[src/rtl/pcm_i2s_pkg.sv]
// pcm_i2s_pkg -- shared definitions for the PCM/I2S transmitter and receiver.
//
// Contents:
//   LENGTH_16/24/32   legal slot lengths in BCLK cycles per channel
//   is_legal_length() true for one of the legal slot lengths
//   clog2()           ceiling log2, used to size the slot counter
//   cnt_width()       slot counter width for a frame of 2*length cycles
package pcm_i2s_pkg;

  localparam int LENGTH_16 = 16;
  localparam int LENGTH_24 = 24;
  localparam int LENGTH_32 = 32;

  function automatic bit is_legal_length(input int length);
    return (length == LENGTH_16) || (length == LENGTH_24) || (length == LENGTH_32);
  endfunction

  function automatic int clog2(input int value);
    int result;
    result = 0;
    while ((1 << result) < value) result++;
    return result;
  endfunction

  function automatic int cnt_width(input int length);
    return clog2(2 * length);
  endfunction

endpackage

[src/rtl/pcm_i2s_holdreg.sv]
// pcm_i2s_holdreg -- one-entry holding register for a left/right PCM pair.
//
// The entry fills on a valid/ready handshake and empties when the
// transmitter loads a frame. On the load cycle the entry can be refilled in
// the same edge, so a continuously valid source sees exactly one accept per
// frame.
//
// Ports:
//   clk     in   clock, registers update on the falling edge
//   rst     in   synchronous active-high reset (empties the entry)
//   load    in   frame load happens at the coming falling edge
//   valid   in   new pair offered
//   new_l   in   offered left sample
//   new_r   in   offered right sample
//   ready   out  pair will be accepted at the coming falling edge
//   full    out  entry holds a pair
//   held_l  out  held left sample
//   held_r  out  held right sample
module pcm_i2s_holdreg
  import pcm_i2s_pkg::*;
#(
  parameter int DATA_WIDTH = 32
) (
  input  logic                         clk,
  input  logic                         rst,
  input  logic                         load,
  input  logic                         valid,
  input  logic signed [DATA_WIDTH-1:0] new_l,
  input  logic signed [DATA_WIDTH-1:0] new_r,
  output logic                         ready,
  output logic                         full,
  output logic signed [DATA_WIDTH-1:0] held_l,
  output logic signed [DATA_WIDTH-1:0] held_r
);

  logic accept;

  // A full entry can still take a pair on the load edge, because the
  // current contents move into the shift register on that same edge.
  assign ready  = !rst && (!full || load);
  assign accept = valid && ready;

  always_ff @(negedge clk) begin
    if (rst) begin
      full <= 1'b0;
    end else if (accept) begin
      full <= 1'b1;
    end else if (load) begin
      full <= 1'b0;
    end
  end

  // Sample storage is qualified by full, so it needs no reset.
  always_ff @(negedge clk) begin
    if (accept) begin
      held_l <= new_l;
      held_r <= new_r;
    end
  end

endmodule

[src/rtl/pcm_i2s_tx.sv]
// pcm_i2s_tx -- PCM to I2S serial transmitter, BCLK-domain only.
//
// Each frame is 2*LENGTH BCLK cycles: left slot while LRCK_O is 0, right
// slot while LRCK_O is 1. Samples are MSB-justified in their slot and zero
// padded below. A frame is loaded when the slot counter wraps; an empty
// holding register or active mute loads an all-zero frame.
//
// Parameters:
//   LENGTH      BCLK cycles per slot (16, 24 or 32)
//   DATA_WIDTH  PCM sample width, DATA_WIDTH <= LENGTH
//
// Ports:
//   BCLK_I      in   bit clock, all registers update on the falling edge
//   RESET_I     in   synchronous active-high reset
//   PCML_I      in   left sample, signed
//   PCMR_I      in   right sample, signed
//   VALID_I     in   sample pair valid
//   READY_O     out  sample pair accepted when VALID_I && READY_O at an edge
//   MUTEN_I     in   mute, active-low, sampled only at the frame load
//   LRCK_O      out  word clock, 0 = left slot, 1 = right slot
//   DATA_O      out  serial data, MSB first
//   FRAME_O     out  pulse during the first cycle of each frame
//   UNDERRUN_O  out  pulse during the first cycle of a frame loaded empty
//
// Build option:
//   PCM_I2S_TX_LEFT_JUSTIFIED_EN  left-justified format (no one-bit delay);
//                                 default is I2S with a one-bit delay.
module pcm_i2s_tx
  import pcm_i2s_pkg::*;
#(
  parameter int LENGTH     = 32,
  parameter int DATA_WIDTH = 32
) (
  input  logic                         BCLK_I,
  input  logic                         RESET_I,
  input  logic signed [DATA_WIDTH-1:0] PCML_I,
  input  logic signed [DATA_WIDTH-1:0] PCMR_I,
  input  logic                         VALID_I,
  output logic                         READY_O,
  input  logic                         MUTEN_I,
  output logic                         LRCK_O,
  output logic                         DATA_O,
  output logic                         FRAME_O,
  output logic                         UNDERRUN_O
);

  localparam int             CW    = cnt_width(LENGTH);
  localparam int             FW    = 2 * LENGTH;
  localparam logic [CW-1:0]  LAST  = CW'(FW - 1);
  localparam logic [CW-1:0]  HALF  = CW'(LENGTH);

  logic [CW-1:0]                cnt;
  logic                         last;
  logic                         full;
  logic signed [DATA_WIDTH-1:0] held_l;
  logic signed [DATA_WIDTH-1:0] held_r;
  logic [LENGTH-1:0]            slot_l;
  logic [LENGTH-1:0]            slot_r;
  logic [FW-1:0]                frame;
  logic [FW-1:0]                shift_p0;

  assign last   = (cnt == LAST);
  assign LRCK_O = (cnt >= HALF);

  pcm_i2s_holdreg #(
    .DATA_WIDTH (DATA_WIDTH)
  ) u_holdreg (
    .clk    (BCLK_I),
    .rst    (RESET_I),
    .load   (last),
    .valid  (VALID_I),
    .new_l  (PCML_I),
    .new_r  (PCMR_I),
    .ready  (READY_O),
    .full   (full),
    .held_l (held_l),
    .held_r (held_r)
  );

  // Mute and emptiness are both decided here, at load time only, so a mute
  // change mid-frame never disturbs bits already in the shift register.
  always_comb begin
    slot_l = '0;
    slot_r = '0;
    if (full && MUTEN_I) begin
      slot_l[LENGTH-1 -: DATA_WIDTH] = held_l;
      slot_r[LENGTH-1 -: DATA_WIDTH] = held_r;
    end
    frame = {slot_l, slot_r};
  end

  // Stage p0: slot counter, frame shift register and status pulses
  always_ff @(negedge BCLK_I) begin
    if (RESET_I) begin
      cnt        <= LAST;
      shift_p0   <= '0;
      FRAME_O    <= 1'b0;
      UNDERRUN_O <= 1'b0;
    end else begin
      cnt        <= last ? '0 : cnt + CW'(1);
      shift_p0   <= last ? frame : (shift_p0 << 1);
      FRAME_O    <= last;
      UNDERRUN_O <= last && !full;
    end
  end

`ifdef PCM_I2S_TX_LEFT_JUSTIFIED_EN
  // Left-justified: frame bit k is at the top of the shift register during
  // cnt = k, so the left MSB coincides with LRCK_O falling.
  assign DATA_O = shift_p0[FW-1];
`else
  // Stage p1: one-bit I2S delay. The top bit is registered once more, so
  // frame bit k-1 appears during cnt = k and the last bit of a frame
  // appears during cnt = 0 of the next one.
  logic data_p1;

  always_ff @(negedge BCLK_I) begin
    if (RESET_I) begin
      data_p1 <= 1'b0;
    end else begin
      data_p1 <= shift_p0[FW-1];
    end
  end

  assign DATA_O = data_p1;
`endif

endmodule

[config.mk]
export PLATFORM = sky130hd
export DESIGN_NAME = pcm_i2s_tx
export DESIGN_NICKNAME = d
export VERILOG_FILES = /design/src/rtl/pcm_i2s_pkg.sv /design/src/rtl/pcm_i2s_holdreg.sv /design/src/rtl/pcm_i2s_tx.sv
export SDC_FILE = /design/constraint.sdc
export NUM_CORES = 1
export LEC_CHECK = 0
export ABC_CLOCK_PERIOD_IN_PS = 5550
export CELL_PAD_IN_SITES_DETAIL_PLACEMENT = 0
export CELL_PAD_IN_SITES_GLOBAL_PLACEMENT = 2
export CORE_MARGIN = 10
export CORE_UTILIZATION = 32
export DETAILED_ROUTE_END_ITERATION = 7
export PLACE_DENSITY_LB_ADDON = 0.08
export SETUP_SLACK_MARGIN = 0.3
export SLEW_MARGIN = 20
export SYNTH_ARGS = -nofsm -noshare
export SYNTH_HDL_FRONTEND = slang
export SYNTH_SLANG_ARGS = --single-unit
[constraint.sdc]
create_clock -name BCLK_I -period 5.55 [get_ports BCLK_I]
set_clock_uncertainty 0.2 [all_clocks]
set_input_delay 1.11 -clock BCLK_I [delete_from_list [all_inputs] [get_ports BCLK_I]]
set_output_delay 1.11 -clock BCLK_I [all_outputs]
set_load 0.02 [all_outputs]
==> reports/metrics.yaml, run 1 <==
cts:
  post_cts_buffers: 0
  cts_htree_levels: 4
  cts.reportedPaths.clkPinSlew_ns: 0.03
  clock_sink_count: 138
  clock_latency_on_the_worst_skew_pair_ns: 0.44
  cts_made_buffers: 17
  cts_tree: "done"
  clockBufferDepth: 2
  clk_root_buffer_cell: "clkbuf_16"
setup_path:
  worst_path_largest_cell_delay_ns: 0.34
  critPathMaxFanout: 2
  crit_required_ns: 4.24
  critPathSlowestCell: "dfxtp_2"
  timing.critical_path.buf_inv: 1
  critical_path.top_delay_family: "flip-flops"
  worst-path-stages: 5
  regToRegEndpoint: "u_holdreg.held_l[0]$_DFFE_NP_"
  rr_startpoint: "cnt[1]$_SDFF_NP1_"
  crit_chain: "ha_4, nand2_4, or2_4, a21oi_2, buf_6"
  timing.reg2reg.setup_slack_ns: 3.40
  cp.arrival_ns: 4.22
  setup.worst_path.start_class: "flip-flop"
  setup.worst_path.class: "flip-flop to primary output"
  critPathLaunch: "cnt[1]$_SDFF_NP1_"
  reg2reg_depth: 6
  worst_setup_path_endpoint: "READY_O"
  end_kind: "primary output"
route:
  detailedRoute.firstPassIterationCount: 4
  ant_nets: 0
  drt_iter0_drc: 175
  drc_errors: 0
  routedWlPerCell_um: 13.7
  viasPerCell: 4.60
  totalWireLength_um: 11000
  routed-via-count: 3681
cells_and_area:
  numnets_final: 680
  post_route_cells_drive_above_1_share: 0.0956
  diodes: 0
  multi_input_comb_area_um2: 1270
  regArea_um2: 3410
  layout.core_utilization: 0.468
  fill_count: 1450
  syn2layout_area_growth_pct: 42.5
logic_synthesis:
  yosysSeqAreaShare: 0.707
  synth_edf_count: 64
  yosysUniqueCellTypes: 25
  synth_seq_cells: 138
  yosys_most_used_dff: "dfxtp_1"
  syn-cell-area_um2: 4810
  synth.top_cell.area_share: 0.399
  netlist.top_cell.by_area: "edfxtp_1"
  postSynth.asyncResetShare: 0
  mappedNetlistNets: 470
  synth_area_leaders: "edfxtp_1 (40%), dfxtp_1 (31%), o211ai_1 (9.8%)"
  yosys_warnings: 0
  synth_area_per_cell_um2: 12.0
  syn-instance-count: 400
place:
  hpwl_um: 5870
  gp_congestion: 0.730
  placement.io_buffers: 72
sta:
  timing.slew.headroom: 0.512
  final-hold-violation-count: 0
  max_slew.worst_pin.slew_ns: 0.732
  finalSetupTns_ns: 0
  finalMaxSlewViolations: 0
  setup_viol: 0
  grt_setup_unrepaired: "true"
global_routing:
  initial_antenna_violation_count: 0
  grt_max_degree: 69
  grt_first_pass_wirelength_um: 18600
  grt.overflow.total: 0
  first_global_vias: 4248
  groute.usage.overall: 0.115
floorplan:
  dieArea_um2: 20300
  row_count: 44
  floorplan.core_area_um2: 14600
  fp.dieW_um: 143
  initial_core_util: 0.329
  top_level_ports: 73
  dieHeight_um: 143
pwr:
  power.leakage_nw: 2.84
  max-vdd-ir-drop_mv: 0.218
  power_density_nw_per_um2: 451
min_path:
  min-delay-path-class: "flip-flop to flip-flop"
flow_run:
  max_cap_viol_count: 0
run_status:
  outcome: "finished clean"
[worst reg2reg max path, cell delays in order, from the launching register on]
cell and delay (ns):
dfxtp_2 0.34, ha_4 0.15, nand2_4 0.04, or2_4 0.23, buf_4 0.32, a21oi_4 0.30, buf_12 0.24
[routing by layer]
| metal | vias to the layer above | share of wire | track usage |
|---|---|---|---|
| li1 | 1875 | - | - |
| met1 | 1724 | 0.49 | 0.127 |
| met2 | 74 | 0.45 | 0.158 |
| met3 | 8 | 0.054 | 0.0716 |
| met4 | 0 | 0.0095 | 0.0858 |
| met5 | - | 0 | 0 |
[flip-flops by register name (all words and copies together) (netlist names)]
name,flops
shift_p0,64
u_holdreg.held_l,32
u_holdreg.held_r,32
cnt,6
DATA_O,1
FRAME_O,1
UNDERRUN_O,1
u_holdreg.full,1
[final cells by class]
cell class                      instances  area share
Timing Repair Buffer                   92       0.133
Inverter                                3     0.00274
Multi-Input combinational cell        220       0.185
Clock buffer                           17      0.0621
Tap cell                              184      0.0336
Clock inverter                        147      0.0862
Sequential cell                       138       0.497
[cells in the mapped netlist, types with 2 or more instances]
library cell  count
a21oi_1           3
buf_1             4
buf_2             9
buf_6             2
clkbuf_1         23
dfxtp_1          74
edfxtp_1         64
ha_1              2
inv_1             3
nand2_1          69
nand3_1           3
nor2_1            2
nor3_2            2
o211ai_1         63
o21ai_0          62
o21ai_1           5
xor2_1            2
[cells by family (layout without fill, tap and decap cells)]
logic type	after synthesis	count (layout)	synth area share
AO/OA/AOI/OAI	135	135	0.175
adder cells (fa/ha/maj)	2	2	0.00520
XOR/XNOR	3	3	0.00546
AND/OR/NAND/NOR	80	80	0.0692
buffers and inverters	42	259	0.0382
flip-flops	138	138	0.707
[power by group]
group          total (W)  switching (W)  internal, W  leakage [nW]
clock network    0.00136       0.000632     0.000725         0.978
registers        0.00120      0.0000318      0.00117          1.19
logic           0.000532       0.000376     0.000156         0.675
total            0.00309        0.00104      0.00205          2.84
[timing repair]
| item | CTS | global route |
|---|---|---|
| setup endpoints to repair | 5 | 1 |
| pin swaps | 2 | 0 |
| gates resized for setup | 19 | 1 |
| hold buffers | 0 | 0 |
[cells in the final DEF, fill, tap and decap left out, types with 2 or more instances in the layout]
master and count:
inv_1 142, nor2_1 2, edfxtp_1 64, xor2_1 2, dlygate4sd2_1 3, o211ai_1 63
clkbuf_16 17, o21ai_0 62, o21ai_1 5, clkdlybuf4s50_1 67, buf_4 16, nor3_2 2
nand2_1 67, dfxtp_2 2, nand2_4 2, nand3_1 3, clkinvlp_2 4, buf_12 4
dfxtp_1 72
[through the flow]
step                cell area (um2)  cells  worst slack (ns)  power, W  hold WS (ns)
global route                   6850    801           -0.0571   0.00335         0.265
floorplan                      4860    400            -0.379   0.00169         0.214
finish                         6850    801            0.0184   0.00309         0.257
detailed placement             5820    638            -0.151   0.00189         0.247
CTS                            6850    801          -0.00783   0.00317         0.259
global placement               5820    638            -0.134   0.00189         0.253
[how the worst min path moves through the flow]
| stage | from | endpoint | slack, ns | cells past startpoint |
|---|---|---|---|---|
| global route | shift_p0[0]$_SDFF_NP0_ | shift_p0[1]$_SDFF_NP0_ | 0.26 | 2 |
| global placement | shift_p0[52]$_SDFF_NP0_ | shift_p0[53]$_SDFF_NP0_ | 0.25 | 2 |
| finish | shift_p0[40]$_SDFF_NP0_ | shift_p0[41]$_SDFF_NP0_ | 0.26 | 2 |
| CTS | shift_p0[0]$_SDFF_NP0_ | shift_p0[1]$_SDFF_NP0_ | 0.26 | 2 |
| floorplan | shift_p0[63]$_SDFF_NP0_ | DATA_O$_SDFF_NP0_ | 0.21 | 1 |
| detailed placement | shift_p0[63]$_SDFF_NP0_ | DATA_O$_SDFF_NP0_ | 0.25 | 1 |
No activity file was read; power rests on OpenSTA's default activity.
==> run 2, diff against run 1 <==
--- a/config.mk
+++ b/config.mk
@@ -11,6 +11,7 @@
 export CORE_MARGIN = 10
 export CORE_UTILIZATION = 32
 export DETAILED_ROUTE_END_ITERATION = 7
+export HOLD_SLACK_MARGIN = 0.08
 export PLACE_DENSITY_LB_ADDON = 0.08
 export SETUP_SLACK_MARGIN = 0.3
 export SLEW_MARGIN = 20
==> results of run 2 <==
Final layout, timing and power as in run 1 (identical DEF).
==> run 3, diff against run 2 <==
--- a/config.mk
+++ b/config.mk
@@ -6,6 +6,7 @@
 export NUM_CORES = 1
 export LEC_CHECK = 0
 export ABC_CLOCK_PERIOD_IN_PS = 5550
+export CAP_MARGIN = 20
 export CELL_PAD_IN_SITES_DETAIL_PLACEMENT = 0
 export CELL_PAD_IN_SITES_GLOBAL_PLACEMENT = 2
 export CORE_MARGIN = 10
==> results of run 3 <==
Final layout, timing and power as in run 1 (identical DEF).
